[src/rtl/tx_frame_pkg.sv]
// rtl/tx_frame_pkg.sv - state encoding, checksum modes and frame-length helper for the tx frame packer
// No ports: imported by tx_cksum_acc and tx_frame_packer.
package tx_frame_pkg;

  localparam logic [1:0] ST_IDLE = 2'd0;
  localparam logic [1:0] ST_LOAD = 2'd1;
  localparam logic [1:0] ST_SEND = 2'd2;
  localparam logic [1:0] ST_DONE = 2'd3;

  localparam int CK_SUM2C = 0;
  localparam int CK_XOR   = 1;

  // Bytes on the wire per frame: optional header, payload, checksum.
  function automatic int frame_len(input int nbytes, input int hdr_en);
    return nbytes + hdr_en + 1;
  endfunction

endpackage

[src/rtl/tx_cksum_acc.sv]
// rtl/tx_cksum_acc.sv - 8-bit running checksum (two's-complement sum or XOR)
// Ports:
//   CLK, RSTn  clock, asynchronous active-low reset
//   clr        restart the accumulation from zero
//   byte_vld   fold byte_in into the accumulator this cycle
//   byte_in    payload byte
//   cksum      checksum byte to transmit for the bytes folded so far
module tx_cksum_acc
  import tx_frame_pkg::*;
#(
  parameter int CK_MODE = CK_SUM2C
) (
  input  logic       CLK,
  input  logic       RSTn,
  input  logic       clr,
  input  logic       byte_vld,
  input  logic [7:0] byte_in,
  output logic [7:0] cksum
);

  logic [7:0] acc;
  logic [7:0] base;
  logic [7:0] acc_nxt;

  // clr and byte_vld may coincide: the first payload byte is folded into a
  // freshly cleared accumulator in the same cycle.
  always_comb begin
    base    = clr ? 8'h00 : acc;
    acc_nxt = base;
    if (byte_vld) begin
      if (CK_MODE == CK_XOR) acc_nxt = base ^ byte_in;
      else                   acc_nxt = base + byte_in;
    end
  end

  always_ff @(posedge CLK or negedge RSTn) begin
    if (!RSTn) acc <= 8'h00;
    else       acc <= acc_nxt;
  end

  assign cksum = (CK_MODE == CK_XOR) ? acc : (~acc + 8'd1);

endmodule

[src/rtl/tx_frame_packer.sv]
// rtl/tx_frame_packer.sv - frames a wide word into header/payload/checksum bytes for a byte UART
// Ports:
//   CLK, RSTn    clock, asynchronous active-low reset
//   Frame_En     level request, sampled in IDLE; must go low once to re-arm
//   Frame_Data   payload word, most significant byte sent first
//   Frame_Busy   high from capture until Frame_Done drops
//   Frame_Done   one-cycle pulse after the checksum byte completes
//   TX_Done_Sig  one-cycle pulse from the UART when a byte has finished
//   TX_En_Sig    UART send enable, held until TX_Done_Sig
//   TX_Data      byte presented to the UART
module tx_frame_packer
  import tx_frame_pkg::*;
#(
  parameter int         NBYTES   = 5,
  parameter int         HDR_EN   = 0,
  parameter logic [7:0] HDR_BYTE = 8'hAA,
  parameter int         CK_MODE  = CK_SUM2C
) (
  input  logic                CLK,
  input  logic                RSTn,
  input  logic                Frame_En,
  input  logic [8*NBYTES-1:0] Frame_Data,
  output logic                Frame_Busy,
  output logic                Frame_Done,
  input  logic                TX_Done_Sig,
  output logic                TX_En_Sig,
  output logic [7:0]          TX_Data
);

  localparam int              IDXW     = $clog2(NBYTES + 1);
  localparam logic [IDXW-1:0] IDX_LAST = IDXW'(NBYTES);

  logic [1:0]          state, state_nxt;
  logic [8*NBYTES-1:0] shadow, shadow_nxt;
  // idx counts payload bytes already loaded into TX_Data, so it doubles as
  // the shadow index of the next payload byte.
  logic [IDXW-1:0]     idx, idx_nxt;
  logic [7:0]          tx_data_nxt;
  logic                tx_en_nxt, done_nxt, busy_nxt;
  logic                armed, armed_nxt;
  // Set once the checksum byte has been loaded; the next TX_Done ends the frame.
  logic                ck_phase, ck_phase_nxt;

  logic                start;
  logic                acc_clr, acc_vld;
  logic [7:0]          acc_byte, cksum, sel_byte, first_byte;

  assign start      = (state == ST_IDLE) && Frame_En && armed;
  assign first_byte = Frame_Data[8*NBYTES-1 -: 8];

  always_comb begin
    sel_byte = 8'h00;
    for (int k = 0; k < NBYTES; k++) begin
      if (idx == IDXW'(k)) sel_byte = shadow[8*(NBYTES-1-k) +: 8];
    end
  end

  tx_cksum_acc #(.CK_MODE(CK_MODE)) u_acc (
    .CLK      (CLK),
    .RSTn     (RSTn),
    .clr      (acc_clr),
    .byte_vld (acc_vld),
    .byte_in  (acc_byte),
    .cksum    (cksum)
  );

  // State register
  always_ff @(posedge CLK or negedge RSTn) begin
    if (!RSTn) state <= ST_IDLE;
    else       state <= state_nxt;
  end

  // Next-state logic
  always_comb begin
    state_nxt = state;
    case (state)
      ST_IDLE: if (start) state_nxt = ST_LOAD;
      ST_LOAD: state_nxt = ST_SEND;
      ST_SEND: if (TX_Done_Sig) state_nxt = ck_phase ? ST_DONE : ST_LOAD;
      ST_DONE: state_nxt = ST_IDLE;
      default: state_nxt = ST_IDLE;
    endcase
  end

  // Output and datapath next values
  always_comb begin
    shadow_nxt   = shadow;
    idx_nxt      = idx;
    tx_data_nxt  = TX_Data;
    tx_en_nxt    = TX_En_Sig;
    done_nxt     = Frame_Done;
    busy_nxt     = Frame_Busy;
    armed_nxt    = armed;
    ck_phase_nxt = ck_phase;
    acc_clr      = 1'b0;
    acc_vld      = 1'b0;
    acc_byte     = sel_byte;
    case (state)
      ST_IDLE: begin
        if (start) begin
          shadow_nxt   = Frame_Data;
          acc_clr      = 1'b1;
          busy_nxt     = 1'b1;
          ck_phase_nxt = 1'b0;
          if (HDR_EN != 0) begin
            tx_data_nxt = HDR_BYTE;
            idx_nxt     = '0;
          end else begin
            // Shadow is not loaded yet, so byte 0 comes straight off the input.
            tx_data_nxt = first_byte;
            acc_byte    = first_byte;
            acc_vld     = 1'b1;
            idx_nxt     = IDXW'(1);
          end
        end
      end
      ST_LOAD: tx_en_nxt = 1'b1;
      ST_SEND: begin
        if (TX_Done_Sig) begin
          tx_en_nxt = 1'b0;
          if (ck_phase) begin
            done_nxt = 1'b1;
          end else if (idx == IDX_LAST) begin
            tx_data_nxt  = cksum;
            ck_phase_nxt = 1'b1;
          end else begin
            tx_data_nxt = sel_byte;
            acc_vld     = 1'b1;
            idx_nxt     = idx + IDXW'(1);
          end
        end
      end
      ST_DONE: begin
        done_nxt  = 1'b0;
        busy_nxt  = 1'b0;
        armed_nxt = 1'b0;
        idx_nxt   = '0;
      end
      default: ;
    endcase
    // A low request re-arms, and wins over the clear in DONE so a drop
    // during DONE is not lost.
    if (!Frame_En) armed_nxt = 1'b1;
  end

  always_ff @(posedge CLK or negedge RSTn) begin
    if (!RSTn) begin
      shadow     <= '0;
      idx        <= '0;
      TX_Data    <= 8'h00;
      TX_En_Sig  <= 1'b0;
      Frame_Done <= 1'b0;
      Frame_Busy <= 1'b0;
      armed      <= 1'b1;
      ck_phase   <= 1'b0;
    end else begin
      shadow     <= shadow_nxt;
      idx        <= idx_nxt;
      TX_Data    <= tx_data_nxt;
      TX_En_Sig  <= tx_en_nxt;
      Frame_Done <= done_nxt;
      Frame_Busy <= busy_nxt;
      armed      <= armed_nxt;
      ck_phase   <= ck_phase_nxt;
    end
  end

endmodule

[config.mk]
export PLATFORM = sky130hd
export DESIGN_NAME = tx_frame_packer
export DESIGN_NICKNAME = d
export VERILOG_FILES = /design/src/rtl/tx_frame_pkg.sv /design/src/rtl/tx_cksum_acc.sv /design/src/rtl/tx_frame_packer.sv
export SDC_FILE = /design/constraint.sdc
export NUM_CORES = 1
export LEC_CHECK = 0
export ABC_CLOCK_PERIOD_IN_PS = 11100
export CORE_MARGIN = 4
export CORE_UTILIZATION = 55
export CTS_CLUSTER_DIAMETER = 100
export DETAILED_ROUTE_END_ITERATION = 10
export GPL_ROUTABILITY_DRIVEN = 0
export PLACE_DENSITY = 0.81
export SETUP_SLACK_MARGIN = 0.1
export SLEW_MARGIN = 10
export SYNTH_ARGS = -nofsm -noshare
export SYNTH_HDL_FRONTEND = slang
export SYNTH_SLANG_ARGS = --single-unit
[constraint.sdc]
create_clock -name CLK -period 11.1 [get_ports CLK]
set_clock_uncertainty 0.05 [all_clocks]
set_input_delay 1.11 -clock CLK [delete_from_list [all_inputs] [get_ports CLK]]
set_output_delay 1.11 -clock CLK [all_outputs]
set_load 0.05 [all_outputs]
==> results of run 1 <==
area by class of cell:
type,count,area (um^2),share of cell area
tap,77,96.3,0.0220
timing repair buffer,57,558,0.127
multi-input combinational,327,1820,0.414
sequential,66,1650,0.377
clock buffer,14,193,0.0439
clock inverter,1,30.0,0.00685
inverter,10,37.5,0.00856
metal layers:
metal | GRT usage | up-vias
li1 | - | 1516
met1 | 0.323 | 1521
met2 | 0.388 | 89
met3 | 0.0562 | 19
met4 | 0.112 | 0
met5 | 0 | -
registers in the layout, indices dropped and copies added, names as in the netlist:
name	count
armed	1
ck_phase	1
TX_En_Sig	1
shadow	40
idx	3
Frame_Busy	1
u_acc.acc	8
TX_Data	8
state	2
Frame_Done	1
cell usage in the layout (no fill, tap or decap), types with 2 or more instances in the layout:
cell type,n
buf_4,3
mux2_2,3
nor2_1,30
nor3_1,3
o31a_1,5
clkbuf_8,14
o221ai_1,2
o221a_2,5
ha_1,13
a22oi_1,2
o21ai_0,17
nor2b_1,5
a221oi_1,8
a221o_1,2
or3_1,3
dfrtp_1,65
clkdlybuf4s50_1,53
inv_1,10
o22ai_1,3
a21o_1,2
a21oi_1,21
xnor2_1,8
and2_1,6
nand2b_1,7
a31oi_1,3
o31ai_1,2
nand2_1,152
xor2_1,5
path summary, 6_finish.rpt:
path	start	endpoint	slack, ps	cells past startpoint
setup / recovery	Frame_En	u_acc.acc[7]	6920	12
max in group asynchronous	RSTn	Frame_Busy	9560	2
min in group asynchronous	RSTn	shadow[4]	880	2
hold reg to reg	armed	armed	420	2
setup reg to reg	idx[0]	u_acc.acc[7]	7010	14
hold / removal	armed	armed	420	2
power by group through the flow:
stage                     Clock, W  Combinational [W]  Sequential, W
after global routing      0.000235           0.000853       0.000463
after CTS                 0.000227           0.000759       0.000447
after floorplan                  0           0.000526       0.000476
after detailed placement         0           0.000751       0.000449
final                     0.000223           0.000765       0.000449
after global placement           0           0.000728       0.000445
worst max-delay path, stage by stage:
cell             delay, ps
clkdlybuf4s50_1        430
nand2_1                140
or3_1                  120
buf_4                  480
mux2_2                 410
ha_1                   240
a21o_1                 200
a2111oi_0              410
a21oi_1                180
xnor2_1                170
or4_1                  420
o211ai_2                80
cell families (layout without fill, tap and decap cells):
group / after synthesis / in the layout
XOR/XNOR: 13 / 13
buffers and inverters: 35 / 82
AO/OA/AOI/OAI: 81 / 81
adder cells (fa/ha/maj): 14 / 14
AND/OR/NAND/NOR: 215 / 215
multiplexers: 4 / 4
flip-flops: 66 / 66
through the flow:
step	setup slack (ps)	hold WS, ps	total power, W	instances
after floorplan	7170	387	0.00100	428
after global placement	6680	398	0.00117	537
after detailed placement	6620	415	0.00120	537
after CTS	6960	429	0.00143	552
after global routing	6670	449	0.00155	552
final	6920	422	0.00144	552
==> summary.md, run 1 <==
| Metric | Value |
|---|---|
| Status | `complete, no violations` |
| CP endpoint kind | `register` |
| Synth top area share | `0.450` |
| Fillcell total | `512` |
| Layout Nets | `529` |
| Num CTS Buffers | `9` |
| Initial core utilization | `0.569` |
| CORE AREA | `6350 um^2` |
| Die Y | `89.1 um` |
| Routed met3 length | `499 um` |
| #FFs+latches synth | `66` |
| Share of layout cells above drive strength 1 | `0.0695` |
| Skew-Pair Late Insertion Delay | `350 ps` |
| Slew Limit Headroom | `0.450` |
| Design Area, Final | `4380 um^2` |
| Startpoint types | `input port` |
| Number of gates resized after cts | `0` |
| Pwr Density | `328 nW/um^2` |
| Main combinational cell family by area after synthesis | `simple AND/OR/NAND/NOR gates` |
| # setup viols final | `0` |
| Synthesized area per cell | `8.44 um^2` |
| Sink Count | `66` |
| Placement Cell Area | `4160 um^2` |
| Final hold vios | `0` |
| Final TNS setup | `0 ps` |
| Area Overhead vs Synth | `21.3%` |
| Gr usage total | `0.246` |
| Peak Freq | `239 MHz` |
| Post-Syn Instances | `428` |
| Post-Synth Simple-Gate Area | `0.248` |
| Root buffer cell | `clkbuf_8` |
| Met2 wire length | `4340 um` |
| CTS Hold Bufs | `0` |
| Die ar. | `7930 um^2` |
| Detail Placement HPWL | `6270 um` |
| Ant diodes | `0` |
| Number of synthesized flops with an enable pin | `0` |
| Drt pass-1 iters | `4` |
| First-pass GRT wire length | `14800 um` |
| Cell variety after synth | `48` |
| Sw frac | `0.440` |
| Crit path arrival time | `4400 ps` |
| Top_reg_cell synth | `dfrtp_1` |
| Post-Route WL | `8960 um` |
| Util after Layout | `0.690` |
| Grt total ovfl | `0` |
| Clock share of power | `0.155` |
| RSZ-0062 raised after global routing | `no` |
| Final antenna-violating net count | `0` |
| Via density | `5.70` |
| H-tree Lvls | `3` |
| Std cell rows | `29` |
| Cell taking the most area after synthesis | `dfrtp_1` |
| Count of warnings emitted by yosys | `0` |
| Setup Buffers After CTS | `0` |
| Compound-Gate Fraction of Synth Area | `0.159` |
| # port buffers | `54` |
| Syn nets | `486` |
| M1 WL | `3930 um` |
| Pint | `0.000804 W` |
| Vias in the first global route | `3084` |
| WL per Instance | `16.2 um` |
| Initial DRC count | `292` |
| Highest routed metal layer | `met4` |
| Critical Path RT | `11320 ps` |
| Reg power frac | `0.313` |
| Setup CP Type | `in -> reg` |
| Critical path peak fanout | `61` |
| Synth area leaders | `dfrtp_1 (45%), nand2_1 (16%), ha_1 (4.5%), nor2_1 (3.1%), a21oi_1 (2.9%)` |
| VDD IR-drop max | `0.251 mV` |
| Initial antenna violation count | `0` |
| Netlist Area Pre-Place | `3610 um^2` |
| Post-route minimum period | `4180 ps` |
| Largest net degree at the start of global routing | `67` |
| Clock slew at reported path FFs | `70 ps` |
| Synth async-reset ratio | `1.00` |
| Max cap viols | `0` |
| Register area share after synthesis | `0.457` |
| CTS tree | `yes` |
| Max Root-Sink Buffers | `2` |
| Mux contribution to synthesized area | `0.0121` |
| Final Slew Violations | `0` |
| Synth Area in Adders | `0.0506` |
| Most frequent cell after synthesis | `nand2_1` |
| Final period utilization | `0.377` |
| Combinational Power Share | `0.532` |
| Slew @ Worst Pin | `825 ps` |
| Hold WC Path Type | `reg -> reg` |
| Static leakage | `2.05 nW` |
| Post-Synth XOR/XNOR Area | `0.0315` |
| Boundary pin count | `55` |
| DRC Markers | `0` |
| Net Switching | `0.000633 W` |
| Via Count | `3145` |
| Die span in x | `89.1 um` |
| Commonest cells post-synth | `nand2_1 (152), dfrtp_1 (65), nor2_1 (30), a21oi_1 (21), clkbuf_1 (21)` |
No activity file was read; power rests on OpenSTA's default activity.
==> run 2, diff against run 1 <==
--- a/config.mk
+++ b/config.mk
@@ -5,13 +5,13 @@
 export SDC_FILE = /design/constraint.sdc
 export NUM_CORES = 1
 export LEC_CHECK = 0
-export ABC_CLOCK_PERIOD_IN_PS = 11100
+export ABC_CLOCK_PERIOD_IN_PS = 4400
 export CORE_MARGIN = 4
-export CORE_UTILIZATION = 55
+export CORE_UTILIZATION = 54
 export CTS_CLUSTER_DIAMETER = 100
 export DETAILED_ROUTE_END_ITERATION = 10
 export GPL_ROUTABILITY_DRIVEN = 0
-export PLACE_DENSITY = 0.81
+export PLACE_DENSITY = 0.8
 export SETUP_SLACK_MARGIN = 0.1
 export SLEW_MARGIN = 10
 export SYNTH_ARGS = -nofsm -noshare
==> constraint.sdc (replaced) <==
create_clock -name CLK -period 4.4 [get_ports CLK]
set_clock_uncertainty 0.05 [all_clocks]
set_input_delay 0.44 -clock CLK [delete_from_list [all_inputs] [get_ports CLK]]
set_output_delay 0.44 -clock CLK [all_outputs]
set_load 0.05 [all_outputs]
==> summary.md, run 2 (synthesis results as in run 1) <==
| Metric | Value |
|---|---|
| Status | `complete, no violations` |
| Boundary pin count | `55` |
| Die ar. | `8060 um^2` |
| CTS tree | `yes` |
| Final Slew Violations | `0` |
| Regs by FF count | `shadow (40), TX_Data (8), u_acc.acc (8)` |
| Crit. Startpoint | `idx[0]` |
| Hold WC Path Type | `in -> async` |
| CORE AREA | `6420 um^2` |
| Static leakage | `2.05 nW` |
| Critical Path RT | `4630 ps` |
| Storage cell area | `1650 um^2` |
| Gr usage total | `0.235` |
| Most frequent cells in the layout | `nand2_1 (152), dfrtp_1 (65), clkdlybuf4s50_1 (53)` |
| RSZ-0062 raised after global routing | `no` |
| Setup Buffers After CTS | `0` |
| Grt total ovfl | `0` |
| Critical path peak fanout | `8` |
| Drt pass-1 iters | `5` |
| First-pass GRT wire length | `15400 um` |
| Pwr Density | `836 nW/um^2` |
| WP buf/inv | `1` |
| Met3 usage | `0.0559` |
| Via Count | `3173` |
| WL per Instance | `16.5 um` |
| CP max-delay cell | `a2111oi_0` |
| Die span in x | `89.8 um` |
| Std cell rows | `29` |
| Sink Count | `66` |
| Initial core utilization | `0.563` |
| GRT busiest layer | `met2` |
| Biggest register | `shadow` |
| Startpoint types | `register` |
| GR Util met1 | `0.303` |
| Detail Placement HPWL | `6490 um` |
| Root buffer cell | `clkbuf_8` |
| Initial DRC count | `281` |
| Skew-Pair Late Insertion Delay | `350 ps` |
| # setup viols final | `0` |
| Via density | `5.72` |
| VDD IR-drop max | `0.650 mV` |
| Min Hold Slack | `221 ps` |
| Largest net degree at the start of global routing | `67` |
| Initial antenna violation count | `0` |
| Post-route minimum period | `4080 ps` |
| # port buffers | `54` |
| Max Root-Sink Buffers | `2` |
| CTS Hold Bufs | `0` |
| R2R Path End | `u_acc.acc[7]` |
| H-tree Lvls | `3` |
| R2R setup slack | `320 ps` |
| Delay of the slowest critical-path stage | `470 ps` |
| DRC Markers | `0` |
| Fillcell total | `526` |
| Max cap viols | `0` |
| Slew @ Worst Pin | `856 ps` |
| Layout Nets | `531` |
| Final period utilization | `0.928` |
| Setup CP Type | `reg -> reg` |
| Vias in the first global route | `3228` |
| Num CTS Buffers | `9` |
| R2r startpoint | `idx[0]` |
| CP endpoint kind | `register` |
| GRT met2 Usage | `0.387` |
| Slew Limit Headroom | `0.427` |
| Post-Route WL | `9170 um` |
| Crit path arrival time | `4310 ps` |
| Ant diodes | `0` |
| Final TNS setup | `0 ps` |
| Number of gates resized after cts | `0` |
| Peak Freq | `245 MHz` |
| Reg2Reg Depth | `14` |
| Commonest non-fill, non-tap cell in the layout | `nand2_1` |
| Clock slew at reported path FFs | `80 ps` |
| Largest register FFs | `40` |
| Die Y | `89.8 um` |
| Share of layout cells above drive strength 1 | `0.0690` |
| Area Overhead vs Synth | `21.7%` |
| Footprint of the multi-input gates | `1820 um^2` |
| Delay-heaviest family, CP | `compound AO/OA/AOI/OAI gates` |
| Final antenna-violating net count | `0` |
| Critical-path cell list | `inv_1 > ha_1 > nor2b_2 > a221oi_1 > o31a_1 > o221a_2 > a21oi_1 > ha_1 > a21o_1 > a2111oi_0 > a21oi_1 > xnor2_1 > or4_1 > o211ai_2` |
| Final hold vios | `0` |
[run 2: cell types whose count changed in the layout (fill, tap and decap cells not counted), sizes merged]
| cell | delta |
|---|---|
| buf | +2 |
| bufinv | +1 |
[run 2: power by group]
group / switching (W) / internal [W] / leakage (nW)
Combinational: 0.00114 / 0.000807 / 1.13
Sequential: 0.000252 / 0.000895 / 0.813
Clock: 0.000231 / 0.000351 / 0.111
Total: 0.00162 / 0.00205 / 2.05
[run 2: cell type report]
class	instances	share of cell area
multi-input combinational	327	0.413
tap	77	0.0219
timing repair buffer	59	0.130
inverter	10	0.00853
sequential	66	0.376
clock inverter	2	0.0137
clock buffer	14	0.0370
[run 2: how the worst max path moves through the flow]
stage,to,slack [ps],cells past startpoint
2_1_floorplan,u_acc.acc[7],900,13
3_3_place_gp,u_acc.acc[7],610,14
3_5_place_dp,u_acc.acc[7],400,14
4_1_cts,u_acc.acc[7],380,14
5_1_grt,u_acc.acc[7],170,14
6_report,u_acc.acc[7],320,14
[run 2: worst reg2reg max path, cell delays in order (launching register included)]
cell,delay [ps]
dfrtp_1,440
inv_1,110
ha_1,310
nor2b_2,430
a221oi_1,140
o31a_1,260
o221a_2,260
a21oi_1,160
ha_1,300
a21o_1,190
a2111oi_0,470
a21oi_1,210
xnor2_1,190
or4_1,420
o211ai_2,70
[run 2: stage by stage]
step | total power [W] | std cells | util | setup WS, ps | cell area [um^2]
final | 0.00368 | 555 | 0.685 | 316 | 4400
after detailed placement | 0.00305 | 539 | 0.650 | 402 | 4180
after floorplan | 0.00253 | 428 | - | 899 | 3610
after CTS | 0.00365 | 555 | 0.685 | 383 | 4400
after global placement | 0.00297 | 539 | 0.650 | 607 | 4180
after global routing | 0.00392 | 555 | 0.685 | 165 | 4400
[run 2: routing by layer]
metal  share of wire  vias to the layer above
li1                -                     1526
met1            0.43                     1509
met2            0.48                      116
met3           0.070                       22
met4           0.018                        0
met5               0                        -
